<file path="src/rtl/fifo_arb_pkg.sv">
// fifo_arb_pkg: lock-state type, requester limit and pointer-advance helper
// shared by fifo_wr_arbiter and its round-robin picker.
package fifo_arb_pkg;

  localparam int MAX_REQ = 16;
  localparam int PTR_W   = $clog2(MAX_REQ);

  typedef enum logic [0:0] {
    ARB_UNLOCKED = 1'b0,
    ARB_LOCKED   = 1'b1
  } arb_state_e;

  // Next round-robin pointer; wraps explicitly so non-power-of-two counts work.
  function automatic logic [PTR_W-1:0] next_ptr(input logic [PTR_W-1:0] idx,
                                                input logic [PTR_W:0]   n_req);
    logic [PTR_W-1:0] nxt;
    if ({1'b0, idx} == (n_req - (PTR_W+1)'(1))) begin
      nxt = {PTR_W{1'b0}};
    end else begin
      nxt = idx + PTR_W'(1);
    end
    return nxt;
  endfunction

endpackage

</file>
<file path="src/rtl/rr_arbiter.sv">
// rr_arbiter: combinational round-robin picker. Grants the first masked request
// found scanning from ptr upward, wrapping at N.
module rr_arbiter #(
  parameter int N = 4,
  parameter int W = 2
) (
  input  logic [N-1:0] req,
  input  logic [W-1:0] ptr,
  input  logic [N-1:0] mask,
  output logic [N-1:0] grant,
  output logic [W-1:0] grant_idx,
  output logic         grant_any
);

  logic [N-1:0] eff_s;
  logic [W:0]   sum_s;
  logic [W-1:0] pos_s;
  logic         hit_s;

  assign eff_s = req & mask;

  // Scan N positions starting at ptr; the first eligible one wins.
  always_comb begin
    grant     = {N{1'b0}};
    grant_idx = {W{1'b0}};
    grant_any = 1'b0;
    sum_s     = {(W+1){1'b0}};
    pos_s     = {W{1'b0}};
    hit_s     = 1'b0;
    for (int k = 0; k < N; k++) begin
      sum_s        = {1'b0, ptr} + (W+1)'(k);
      sum_s        = (sum_s >= (W+1)'(N)) ? (sum_s - (W+1)'(N)) : sum_s;
      pos_s        = W'(sum_s);
      hit_s        = !grant_any && eff_s[pos_s];
      grant[pos_s] = hit_s;
      grant_idx    = hit_s ? pos_s : grant_idx;
      grant_any    = grant_any | hit_s;
    end
  end

endmodule

</file>
<file path="src/rtl/fifo_wr_arbiter.sv">
// fifo_wr_arbiter: round-robin merge of N_REQ valid/ready producers into one
// registered FIFO write port. Define FIFO_ARB_LOCK_EN to keep packets contiguous.
module fifo_wr_arbiter
  import fifo_arb_pkg::*;
#(
  parameter  int N_REQ  = 4,
  parameter  int DATA_W = 8,
  localparam int SRC_W  = $clog2(N_REQ)
) (
  input  logic                    clk,
  input  logic                    rst_n,
  input  logic [N_REQ-1:0]        req_valid,
  input  logic [N_REQ*DATA_W-1:0] req_data,
  input  logic [N_REQ-1:0]        req_last,
  output logic [N_REQ-1:0]        req_ready,
  input  logic                    fifo_full,
  output logic                    fifo_wr_en,
  output logic [DATA_W-1:0]       fifo_wr_data,
  output logic [SRC_W-1:0]        fifo_wr_src
);

  logic              out_v_q, out_v_d;
  logic [DATA_W-1:0] data_q, data_d;
  logic [SRC_W-1:0]  src_q, src_d;
  logic [SRC_W-1:0]  rr_ptr_q, rr_ptr_d;
  logic [N_REQ-1:0]  mask_s, grant_s;
  logic [SRC_W-1:0]  grant_idx_s, ptr_inc_s;
  logic              grant_any_s, stall_s, accept_s;
  logic [DATA_W-1:0] beat_s [N_REQ];

  for (genvar i = 0; i < N_REQ; i++) begin : g_beat
    assign beat_s[i] = req_data[i*DATA_W +: DATA_W];
  end

`ifdef FIFO_ARB_LOCK_EN
  arb_state_e       state_q, state_d;
  logic [SRC_W-1:0] owner_q, owner_d;
  logic [SRC_W-1:0] owner_inc_s;

  // While a packet is open only its owner may be granted.
  always_comb begin
    mask_s = {N_REQ{1'b1}};
    if (state_q == ARB_LOCKED) begin
      mask_s          = {N_REQ{1'b0}};
      mask_s[owner_q] = 1'b1;
    end else begin
      mask_s = {N_REQ{1'b1}};
    end
  end

  assign owner_inc_s = SRC_W'(next_ptr(PTR_W'(owner_q), (PTR_W+1)'(N_REQ)));
`else
  logic unused_last_s;
  assign unused_last_s = ^req_last;
  assign mask_s        = {N_REQ{1'b1}};
`endif

  rr_arbiter #(
    .N (N_REQ),
    .W (SRC_W)
  ) u_rr (
    .req       (req_valid),
    .ptr       (rr_ptr_q),
    .mask      (mask_s),
    .grant     (grant_s),
    .grant_idx (grant_idx_s),
    .grant_any (grant_any_s)
  );

  assign stall_s   = out_v_q & fifo_full;
  assign accept_s  = grant_any_s & ~stall_s;
  assign req_ready = grant_s & {N_REQ{~stall_s & rst_n}};
  assign ptr_inc_s = SRC_W'(next_ptr(PTR_W'(grant_idx_s), (PTR_W+1)'(N_REQ)));

  // Output stage holds on stall, reloads on accept, otherwise drains.
  always_comb begin
    out_v_d  = out_v_q;
    data_d   = data_q;
    src_d    = src_q;
    rr_ptr_d = rr_ptr_q;
`ifdef FIFO_ARB_LOCK_EN
    state_d  = state_q;
    owner_d  = owner_q;
`endif
    if (stall_s) begin
      out_v_d = out_v_q;
    end else if (accept_s) begin
      out_v_d = 1'b1;
      data_d  = beat_s[grant_idx_s];
      src_d   = grant_idx_s;
`ifdef FIFO_ARB_LOCK_EN
      case (state_q)
        ARB_UNLOCKED: begin
          rr_ptr_d = ptr_inc_s;
          if (!req_last[grant_idx_s]) begin
            state_d = ARB_LOCKED;
            owner_d = grant_idx_s;
          end else begin
            state_d = ARB_UNLOCKED;
          end
        end
        ARB_LOCKED: begin
          if (req_last[grant_idx_s]) begin
            state_d  = ARB_UNLOCKED;
            rr_ptr_d = owner_inc_s;
          end else begin
            state_d = ARB_LOCKED;
          end
        end
        default: begin
          state_d = ARB_UNLOCKED;
        end
      endcase
`else
      rr_ptr_d = ptr_inc_s;
`endif
    end else begin
      out_v_d = 1'b0;
    end
  end

  // State and output registers.
  always_ff @(posedge clk or negedge rst_n) begin
    if (!rst_n) begin
      out_v_q  <= 1'b0;
      data_q   <= {DATA_W{1'b0}};
      src_q    <= {SRC_W{1'b0}};
      rr_ptr_q <= {SRC_W{1'b0}};
`ifdef FIFO_ARB_LOCK_EN
      state_q  <= ARB_UNLOCKED;
      owner_q  <= {SRC_W{1'b0}};
`endif
    end else begin
      out_v_q  <= out_v_d;
      data_q   <= data_d;
      src_q    <= src_d;
      rr_ptr_q <= rr_ptr_d;
`ifdef FIFO_ARB_LOCK_EN
      state_q  <= state_d;
      owner_q  <= owner_d;
`endif
    end
  end

  assign fifo_wr_en   = out_v_q;
  assign fifo_wr_data = data_q;
  assign fifo_wr_src  = src_q;

endmodule

</file>
<file path="config.mk">
export PLATFORM = sky130hd
export DESIGN_NAME = fifo_wr_arbiter
export DESIGN_NICKNAME = d
export VERILOG_FILES = /design/src/rtl/fifo_arb_pkg.sv /design/src/rtl/rr_arbiter.sv /design/src/rtl/fifo_wr_arbiter.sv
export SDC_FILE = /design/constraint.sdc
export NUM_CORES = 1
export LEC_CHECK = 0
export BUFFER_PORTS_ARGS = -buffer_cell sky130_fd_sc_hd__buf_2
export CAP_MARGIN = 20
export CORE_AREA = 3 3 59 61
export CTS_BUF_LIST = sky130_fd_sc_hd__clkbuf_8
export CTS_CLUSTER_SIZE = 14
export DETAILED_ROUTE_END_ITERATION = 10
export DIE_AREA = 0 0 62 64
export HOLD_SLACK_MARGIN = 0.06
export PLACE_DENSITY = 0.87
export SYNTH_ARGS = -nofsm -noshare
export SYNTH_HDL_FRONTEND = slang
export SYNTH_SLANG_ARGS = --single-unit
</file>
<file path="constraint.sdc">
create_clock -name clk -period 3.95 [get_ports clk]
set_input_delay 0 -clock clk [delete_from_list [all_inputs] [get_ports clk]]
set_output_delay 0 -clock clk [all_outputs]
set_load 0.005 [all_outputs]
</file>
# Word-level counts from Yosys, hierarchy flattened
# Cells that the tools add are included.
# W data, S select, Z words.
# word_totals
in_bits,43
output_inout_bits,15
ff_bits,13
wordCells,79
# classes
reduce_logical,11
n_addsub,8
n_mux,32
eq_ne,1
bitwise_logic,10
n_lt_le_gt_ge,13
# op_table
op,count
$mux W2,9
$bmux W8 S2,1
$mux W8,2
$bwmux W4,3
$ge A3 B3 Y1 const B,4
$lt A2 B3 Y1 const B,4
$mux W1,9
$and A4 B4 Y4,2
$bmux W1 S2,4
$demux W1 S2,4
$ge A2 B1 Y1 const B,4
$sub A2 B1 Y2 const B,4
$logic_and A1 B1 Y1,7
$add A2 B2 Y3 const B,2
$add A2 B1 Y3 const B,1
$and A1 B1 Y1,3
$ge A2 B3 Y1 const B,1
$logic_not A1 Y1,3
$not A2 Y3,1
$or A1 B1 Y1,3
$add A2 B1 Y2 const B,1
$eq A2 B2 Y1 const B,1
$reduce_and A2 Y1,1
$not A1 Y1,1

# Longest topological paths before layout
# depth
depth_word,17
ltp_mapped,12
ltp_nobuf,8

# Hierarchy
# From an unflattened synthesis, not the netlist that was laid out.
# hier_totals
cells_unflattened,114
hier_area_um2,1236.2
# modules_own_cells
mod,cells_per_inst,seq_area_each_um2,area_per_inst_um2,n_inst
fifo_wr_arbiter,46,325.3,755.7,1
rr_arbiter,68,0.0,480.5,1

# Worst setup path after synthesis
# Ideal clock, no wire load.
# synth_path
path_type,flip-flop to flip-flop
startpoint,register rr_ptr_q[0]
endpoint,"register data_q[1], in the netlist fifo_wr_data[1]"
required_time_ns,3.827
t_arrival_ns,2.865
setup_slack_ns,0.962
period_less_slack_ns,2.988
path_stages_with_launch,13
n_path_buf,4
setup_ns,0.123
path_cell_list,dfrtp_1 -> buf_6 -> inv_1 -> ha_1 -> buf_6 -> mux4_2 -> nand2b_1 -> and2b_1 -> buf_6 -> o21bai_4 -> buf_12 -> mux2_4 -> o221a_2
# synth_via
elab_chain_cells,17
word_cells_on_any_way,42
cone_classes,7 x add/sub; 4 x order compare; 19 x mux; 5 x bitwise; 7 x reduce/logical
# synth_rtl
element,line,source
"start, declared",fifo_wr_arbiter.sv:25,"logic [SRC_W-1:0] rr_ptr_q, rr_ptr_d;"
"start signal, assigned",fifo_wr_arbiter.sv:128,rr_ptr_q <= {SRC_W{1'b0}};
"start signal, assigned",fifo_wr_arbiter.sv:137,rr_ptr_q <= rr_ptr_d;
"$add A2 B1 Y3, or another cell as far along",rr_arbiter.sv:31,"sum_s = {1'b0, ptr} + (W+1)'(k);"
"$ge A3 B3 Y1, or another cell as far along",rr_arbiter.sv:32,sum_s = (sum_s >= (W+1)'(N)) ? (sum_s - (W+1)'(N)) : sum_s;
$mux W2 or $bmux W1 S2 (tied branches),"rr_arbiter.sv:32, rr_arbiter.sv:34",
$bmux W1 S2 or $mux W1 (tied branches),rr_arbiter.sv:34,hit_s = !grant_any && eff_s[pos_s];
$mux W1 (implied by the code) or $logic_not A1 Y1 (tied branches),rr_arbiter.sv:34,
$logic_and A1 B1 Y1,rr_arbiter.sv:34,
$or A1 B1 Y1,rr_arbiter.sv:37,grant_any = grant_any | hit_s;
$logic_not A1 Y1,rr_arbiter.sv:34,
$logic_and A1 B1 Y1,rr_arbiter.sv:34,
$or A1 B1 Y1,rr_arbiter.sv:37,
$logic_not A1 Y1,rr_arbiter.sv:34,
$logic_and A1 B1 Y1,rr_arbiter.sv:34,
$mux W2,rr_arbiter.sv:36,grant_idx = hit_s ? pos_s : grant_idx;
$not A2 Y3 (implied by the code),fifo_wr_arbiter.sv:89,data_d = beat_s[grant_idx_s];
$bmux W8 S2,fifo_wr_arbiter.sv:89,
$mux W8 (implied by the code) (2 in series),fifo_wr_arbiter.sv:89,
"end signal, assigned",fifo_wr_arbiter.sv:126,data_q <= {DATA_W{1'b0}};
"end signal, assigned",fifo_wr_arbiter.sv:135,data_q <= data_d;
"end, declared",fifo_wr_arbiter.sv:23,"logic [DATA_W-1:0] data_q, data_d;"
# Parallel ways exist; a longest one is shown, timed or not. The select of a mux whose other input is x is not followed.
# A chain may end at the register's enable or synchronous reset.

# Final worst setup path
# layout_path
startpoint,register rr_ptr_q[1]
endpoint,"register data_q[7], in the netlist fifo_wr_data[7]"
# The elaborated chain is that of the path after synthesis.

==> flow_summary.toml <==
[outcome]
status = "complete, no violations"

[yosys]
ys_seq_area_frac = 0.213
yosysWarnings = 0
synth_cell_types = 37
synth_seq_cells = 13
ys_async_sr_fraction = 1.00
ys.flop_type = "dfrtp_1"
avgSynthCellArea_sq_um = 8.91
syn_area_sq_mm = 0.00152
synthCells = 171
synth_edf_count = 0
synth_fp_nets = 218

[critical_path]
cp_max_fo = 12
path_cells = "inv_1 > ha_1 > mux4_2 > nand2b_1 > and2b_1 > o21bai_4 > mux2_2 > o221a_2"
ff2ff_setup_slack_ns = 0.58
crit_required_ns = 4.08
worstSetupPathType = "reg -> reg"
worstSetupStartpoint = "rr_ptr_q[1]"
critPathMaxStageDelay_ns = 0.57
cpMaxStageDelayCell = "dfrtp_1"
crit_path_start_kind = "register"
r2r-start = "rr_ptr_q[1]"
end_kind = "register"
cp.arrival_ns = 3.49

[sta]
period_needed_ns = 3.37
rsz0062_at_grt = "false"
fin_crit_sh = 0.853
fin_setup_tns_ns = 0
hold_viol = 0
slew_viol_final = 0
max_freq_mhz = 297
worst_pin_slew_ns = 0.860
finClkSkew_ns = 0.00178
max-slew-margin-rel = 0.427
fin_ws_ns = 0.581
setup_viol = 0

[place]
gp_congestion = 0.774
port_buffers = 53
hpwl_um = 2770
placed_cells = 257
place_area_sq_mm = 0.00176
dpl_worst_slack_ns = 0.571

[finish]
final_layout_size_suffix_gt1_frac = 0.402
postLayoutCellArea_sq_mm = 0.00182
nNetsFinal = 267
final_common_cell = "buf_2"
layout_common_cells = "buf_2, nand2_1, nor2_1, mux2_2, dfrtp_1"
syn_to_final_growth_pct = 19.6
fin_cells = 263
antennaDiodeCount = 0

[drt]
drtPass1Iterations = 4
wl_per_cell_um = 13.4
vias = 1445
avgViaCountPerCell = 5.49
ant_nets = 0
wl_um = 3510
dr.first_iter.drc_count = 67
drc_errors = 0

[floorplanning]
rows = 20
die-width_um = 62
core_sq_mm = 0.00303
start_util = 0.503
dieArea_sq_mm = 0.00397
die_height_um = 64
ioPinCount = 58

[global_routing]
overflow = 0
grt_pass1_vias = 1309
grt.total_usage = 0.186
antenna_found_initial = 0
grt_pass1_wl_um = 5810
grt_max_degree = 34

[clocking]
h-tree-depth = 1
cts_tree = "yes"
ctsResizeCount = 0
cts-root-buf = "clkbuf_8"
cts_buffer_depth = 2
clk-insertion-delay-late_ns = 0.24
clk_pin_slew_ns = 0.05
numCtsBuffers = 3
clock-sinks = 13

[power]
total_power_uw = 1290
ir_drop_uv = 383
leakagePower_uw = 0.000798
p_per_area_mw_per_mm2 = 705

[hold_path]
min_from = "req_valid[3]"
hold_class = "in -> reg"

[run]
max_cap_violations = 0
-- routing by layer --
layer / global-route usage / part of all wire / routed length [um]
met5: 0 / 0 / 0
met3: 0.0343 / 0.062 / 217
met2: 0.313 / 0.50 / 1750
met1: 0.249 / 0.44 / 1530
met4: 0.0239 / 0.0048 / 17
-- worst paths after layout --
check                                   to  depth (start not counted)
max                        fifo_wr_data[7]                          8
min                             fifo_wr_en                          3
max reg2reg                fifo_wr_data[7]                          8
min reg2reg                 fifo_wr_src[1]                          2
max in group asynchronous  fifo_wr_data[7]                          2
min in group asynchronous  fifo_wr_data[1]                          2
-- repair_timing --
action,CTS,global route
endpoints found under the hold margin,14,0
hold buffers,2,0
buffers inserted,0,0
-- per-stage QoR --
stage          hold WS (ns)   util
6_report              0.114  0.602
5_1_grt               0.145  0.602
4_1_cts               0.116  0.602
3_5_place_dp        -0.0932  0.581
3_3_place_gp         -0.100  0.581
2_1_floorplan        -0.296      -
-- flip-flops by register name (all words and copies together), names as in the netlist --
| signal | flops |
|---|---|
| rr_ptr_q | 2 |
| fifo_wr_data | 8 |
| fifo_wr_src | 2 |
| fifo_wr_en | 1 |
-- cell usage after synthesis, types with 2 or more instances --
library cell / number / area [sq um]
nor2_1: 14 / 52.6
mux4_2: 2 / 45.0
buf_2: 2 / 10.0
nand2b_1: 7 / 43.8
a21oi_1: 2 / 10.0
mux2_2: 14 / 158
clkbuf_1: 4 / 15.0
mux2i_1: 2 / 20.0
a211oi_1: 10 / 75.1
ha_1: 4 / 50.1
a21o_1: 2 / 15.0
mux2_4: 8 / 120
nand2_1: 44 / 165
inv_1: 3 / 11.3
nand4b_1: 8 / 70.1
buf_6: 4 / 45.0
o221a_2: 4 / 45.0
o221a_1: 4 / 45.0
o21ai_0: 3 / 15.0
dfrtp_1: 13 / 325
-- worst max-delay path: cells and delay by family, from the launching register on --
family	cells	cell delay [ns]
compound gates	2	0.63
fa+ha+maj	1	0.48
simple gates	2	0.48
buf+inv	1	0.14
mux	2	0.94
flops	1	0.57
-- cell families after synthesis --
kind of cell | count (synthesis) | share of synthesized area
AOI/OAI and AO/OA | 34 | 0.201
adders and majority gates | 4 | 0.0328
buffers and inverters | 15 | 0.0690
DFF | 13 | 0.213
muxes | 27 | 0.242
and+or+nand+nor | 78 | 0.241
-- report_power, final --
part	switching (uW)	leakage (uW)	internal [uW]	total [uW]
combinational	460	0.000625	470	929
clock	43.7	0.0000269	68.4	112
sequential	48.6	0.000146	196	244
total	552	0.000798	734	1290
-- cell type report --
| type | instances | area, sq um |
|---|---|---|
| Inverter | 3 | 11.3 |
| Sequential cell | 13 | 325 |
| Tap cell | 44 | 55.1 |
| Clock buffer | 3 | 41.3 |
| Fill cell | 287 | 1200 |
| Multi-Input combinational cell | 143 | 1090 |
| Clock inverter | 1 | 3.75 |
| Timing Repair Buffer | 56 | 293 |
Power figures use the tool's default switching activity.
